**src/rtl/led_pwm.sv**
```systemverilog
// PWM brightness stage for the four board LEDs: per-LED 8-bit duty, double-buffered
// so a new duty word only takes effect at a PWM period boundary.
module led_pwm #(
  parameter int unsigned PRESCALE = 16
) (
  input  logic        clk,
  input  logic        reset,
  input  logic        rstrb,
  input  logic        wstrb,
  input  logic        sel,
  input  logic [31:0] wdata,
  output logic [31:0] rdata,
  input  logic [3:0]  led_on,
  output logic [3:0]  LED
);

  localparam logic [15:0] PRESC_MAX = 16'(PRESCALE - 1);

  logic [31:0] pending_q, pending_d;
  logic [31:0] active_q,  active_d;
  logic [15:0] presc_q,   presc_d;
  logic [7:0]  phase_q,   phase_d;
  logic [3:0]  led_q,     led_d;
  logic        tick;
  logic        wrap;
  logic [7:0]  duty;

  // Reads have no side effects, so the read strobe carries no information here.
  logic unused_rstrb;
  assign unused_rstrb = rstrb;

  always_comb begin
    tick      = (presc_q == PRESC_MAX);
    wrap      = tick && (phase_q == 8'hFF);
    presc_d   = tick ? '0 : presc_q + 16'd1;
    phase_d   = tick ? phase_q + 8'd1 : phase_q;
    pending_d = (sel && wstrb) ? wdata : pending_q;
    // Active samples the pre-write pending value, so a write landing on the
    // wrap edge waits a full period.
    active_d  = wrap ? pending_q : active_q;
    led_d     = '0;
    duty      = '0;
    for (int unsigned i = 0; i < 4; i++) begin
      duty     = active_q[8*i +: 8];
      led_d[i] = led_on[i] & ((duty == 8'hFF) || (phase_q < duty));
    end
  end

  always_ff @(posedge clk) begin
    if (reset) begin
      pending_q <= '1;
      active_q  <= '1;
      presc_q   <= '0;
      phase_q   <= '0;
      led_q     <= '0;
    end else begin
      pending_q <= pending_d;
      active_q  <= active_d;
      presc_q   <= presc_d;
      phase_q   <= phase_d;
      led_q     <= led_d;
    end
  end

  assign rdata = sel ? pending_q : '0;
  assign LED   = led_q;

endmodule

```
**config.mk**
```make
export PLATFORM = sky130hd
export DESIGN_NAME = led_pwm
export DESIGN_NICKNAME = d
export VERILOG_FILES = /design/src/rtl/led_pwm.sv
export SDC_FILE = /design/constraint.sdc
export NUM_CORES = 1
export LEC_CHECK = 0
export BUFFER_PORTS_ARGS = -buffer_cell sky130_fd_sc_hd__buf_4
export CAP_MARGIN = 20
export CORE_MARGIN = 2
export CORE_UTILIZATION = 25
export DETAILED_ROUTE_END_ITERATION = 12
export HOLD_SLACK_MARGIN = 0.02
export PLACE_DENSITY = 0.5
export SKIP_LAST_GASP = 1
export SYNTH_ARGS = -nofsm -noshare
export SYNTH_HDL_FRONTEND = slang
export SYNTH_SLANG_ARGS = --single-unit
```
**constraint.sdc**
```tcl
create_clock -name clk -period 2.75 [get_ports clk]
set_clock_uncertainty 0.1 [all_clocks]
set_input_delay 0.55 -clock clk [delete_from_list [all_inputs] [get_ports clk]]
set_output_delay 0.55 -clock clk [all_outputs]
set_load 0.005 [all_outputs]
```
# Yosys cells after proc, flatten, opt, wreduce, memory -nomap -nowiden
# Cells that the tools add are included.
# word_totals
reg_bits	92
input_bits	41
output_inout_bits	36
word_cells	29
# classes
magnitude_cmp	4
reduce_logical	7
muxes	1
addsub	2
n_bitwise	4
n_eq_ne	6
# ops
cell	count
$eq 8x8->1 const B	5
$lt 8x8->1	4
$mux 32	1
$add 16x1->16 const B	1
$eq 16x4->1 const B	1
$add 8x1->8 const B	1
$and 1x1->1	4
$logic_or 1x1->1	4
$logic_and 1x1->1	2
$reduce_or 2->1	1

# Logic depth before layout (Yosys ltp)
# logic_depth
ltp_word	3
depth_mapped	7
ltp_nobuf	6

# Worst setup path before layout
# Ideal clock, no wire load.
# synth_timing
path_type	register to register
from	register presc_q[0]
to	register phase_q[6]
required_ns	2.580
synth_period_minus_slack_ns	1.842
n_path_buf	1
path_stages_with_launch	7
path_slack_ns	0.908
t_arrival_ns	1.671
setup_time_ns	0.070
cell_sequence	dfxtp_1 > ha_1 > and3_1 > nand4_4 > buf_6 > or4_1 > a21oi_1
# synth_between
elab_chain_len	1
# synth_lines
element	line	rtl
start: declaration	21	logic [15:0] presc_q, presc_d;
start signal: assignment	59	presc_q <= presc_d;
$eq 16x4->1	33	tick = (presc_q == PRESC_MAX);
end signal: assignment	60	phase_q <= phase_d;
end: declaration	22	logic [7:0] phase_q, phase_d;
# Every way passes these cells.
# A chain may end at the register's enable or synchronous reset.

# Worst setup path after layout
# layout_timing
from	register presc_q[0]
to	register active_q[30]
# layout_between
elab_chain_len	2
# layout_lines
element	line	rtl
$eq 16x4->1	33	
$logic_and 1x1->1	34	wrap = tick && (phase_q == 8'hFF);
end signal: assignment	58	active_q <= active_d;
end: declaration	20	logic [31:0] active_q, active_d;
# Every way passes these cells.

==> results.md <==
- Final #Nets: 663
- CP arrival: 2.27 ns
- CP startpoint kind: register
- Place WS: 0.6451 ns
- Top FF cell, synth: dfxtp_1
- # rows: 50
- Hpwl dp: 7850 um
- Area of the multi-input gates: 2569 um2
- Starting DRC count in detailed routing: 183
- Clock transition at path regs: 0.06 ns
- Setup crit end kind: register
- Maximum vdd drop: 291.2 uV
- Die width: 140.9 um
- CTS Root Cell: clkbuf_16
- Area growth from synthesis to layout: 22.50%
- Yosys cell types: 38
- Mean post-synth cell area: 8.784 um2
- # fillers: 1959
- Die H: 140.9 um
- Worst-path fanout max: 32
- Slew HR: 56.52%
- Reg area: 1842 um2
- H-tree levels: 3
- Met2 WL: 4904 um
- Max_cap viols: 0
- Cts hold-fix bufs: 0
- Vias in the first global route: 3720
- Initial antenna violation count: 0
- Mapped Cells: 533
- Final wirelength: 10970 um
- Overflow after GRT: 0
- Wire length on met3: 416 um
- Post-synth EDFFs: 0
- Metal-1 WL: 5415 um
- CTS tree: yes
- Post-synth ARST share: 0%
- Largest net degree at the start of global routing: 70
- Total GRT Usage: 11.27%
- Setup_tns: 0 ns
- Setup Viol. Count Final: 0
- Global placement routability congestion: 0.8186
- WL/cell: 13.23 um
- Final period util: 76.31%
- Worst hold-check path type: register to register
- Seq/Total Area, Yosys: 39.34%
- Worst Max-Slew Pin Slew: 0.6523 ns
- Peak Freq: 476.5 MHz
- # IOs: 77
- Outcome: finished clean
- DR top layer: met4
- Crit path time final: 2.098 ns
- I/O Buffers: 75
- Vias: 3870
- ANT cells: 0
- Final ANT Viol Nets: 0
- Syn Nets: 604
- Post-synth design cell area: 4682 um2
- Vias/cell: 4.668
- Core area: 18520 um2
- CTS buffer count: 9
- First-pass GRT wire length: 18060 um
- Crit path kind: register to register
- Share of layout cells above drive strength 1: 16.64%
- Pwr Density: 505.8 nW/um2
- Final Hold Vio Count: 0
- Die area: 19840 um2
- RSZ-0062 raised after global routing: no
- Starting density of the core: 25.28%
- DRT Pass-1 Iters: 4
- Setup ws final: 0.6516 ns
- Final slew viol count: 0
- # resized after CTS: 0
- Post-CTS setup buffers: 0
- Leakage: 2.668 nW
- Clock sinks: 92
- Seq cells post-synth: 92
- Worst skew pair latency: 0.35 ns
- DRC: 0
- Req. time, crit path: 2.92 ns
- Clock Tree Buf Depth: 2
- Yosys warns: 0
==> worst max-delay path, stage by stage (launching register included) <==
cell and delay, ns:
dfxtp_1 0.38, ha_1 0.22, and3_1 0.27, nand4_4 0.26, nor3_4 0.29, buf_12 0.27
mux2i_1 0.23
==> cells in the mapped netlist (5+ instances only) <==
| cell | instances | area share (%) |
|---|---|---|
| clkbuf_1 | 25 | 2.0 |
| nand4_1 | 11 | 1.5 |
| nand2_1 | 16 | 1.3 |
| or4_1 | 5 | 0.80 |
| and3_1 | 33 | 4.4 |
| mux2i_1 | 33 | 7.1 |
| nand3_1 | 8 | 0.86 |
| dfxtp_1 | 92 | 39 |
| and2_1 | 32 | 4.3 |
| ha_1 | 30 | 8.0 |
| a211o_1 | 38 | 7.1 |
| nor3_1 | 6 | 0.64 |
| o21ai_0 | 11 | 1.2 |
| xnor2_1 | 9 | 1.7 |
| a21oi_1 | 13 | 1.4 |
| nor2_1 | 93 | 7.5 |
| inv_1 | 36 | 2.9 |
| o31ai_1 | 7 | 1.1 |
==> cells in the final DEF (no fill, tap or decap), types with 4 or more instances in the layout <==
cell,synthesis,final
dfxtp_1,92,92
nor3_1,6,6
or4_1,5,5
clkbuf_16,0,9
nor3b_1,4,4
mux2i_1,33,33
a211o_1,38,38
nor2_1,93,93
inv_1,36,36
o21ai_0,11,11
a21oi_1,13,13
nand3_1,8,8
and2_1,32,32
ha_1,30,30
xnor2_1,9,9
o31ai_1,7,7
buf_4,3,78
and3_1,33,33
nand4_1,11,11
nand2_1,16,16
==> path summary, 6_finish.rpt <==
kind | start | endpoint | slack [ns] | cells after the start
hold / removal | presc_q[0] | presc_q[0] | 0.37 | 1
setup reg to reg | presc_q[0] | active_q[30] | 0.65 | 6
hold reg to reg | presc_q[0] | presc_q[0] | 0.37 | 1
setup / recovery | presc_q[0] | active_q[30] | 0.65 | 6
==> power breakdown <==
part | switching (mW) | total, mW | internal, mW | leakage, nW
Combinational | 0.112 | 0.259 | 0.148 | 1.77
Clock | 0.495 | 1.24 | 0.742 | 0.145
Sequential | 0.0307 | 1.40 | 1.37 | 0.752
==> metrics by stage <==
step	util (%)	std cells	cell area, um2	hold WS (ns)	total power, mW
after floorplan	-	533	4682	0.3295	1.560
after global placement	29.40	815	5444	0.3425	1.693
after detailed placement	29.40	815	5444	0.3605	1.697
after CTS	30.97	829	5736	0.3756	2.947
after global routing	30.97	829	5736	0.3971	3.024
final	30.97	829	5736	0.3704	2.901
==> sequential cells by signal, summed over array words and instances, names as in the netlist <==
name,count
active_q,32
pending_q,32
phase_q,8
LED,4
presc_q,16
==> cells by family after synthesis <==
kind of cell / after synthesis / share of synthesized area (%)
simple gates: 224 / 25.68
xor+xnor: 12 / 2.245
mux: 33 / 7.055
flops: 92 / 39.34
fa+ha+maj: 30 / 8.017
buf+inv: 67 / 5.799
compound gates: 75 / 11.87
==> metal layers <==
layer / vias to the layer above / global-route usage, %
met5: - / 0
met4: 0 / 6.000
met3: 12 / 2.344
met2: 72 / 16.97
met1: 1815 / 15.15
li1: 1971 / -
==> final cells by class <==
cell class / count / share of cell area (%)
multi-input combinational: 374 / 44.79
sequential: 92 / 32.11
timing repair buffer: 79 / 10.56
clock buffer: 12 / 4.472
inverter: 36 / 2.356
clock inverter: 2 / 0.6108
tap: 234 / 5.105
No activity file was read; power rests on OpenSTA's default activity.
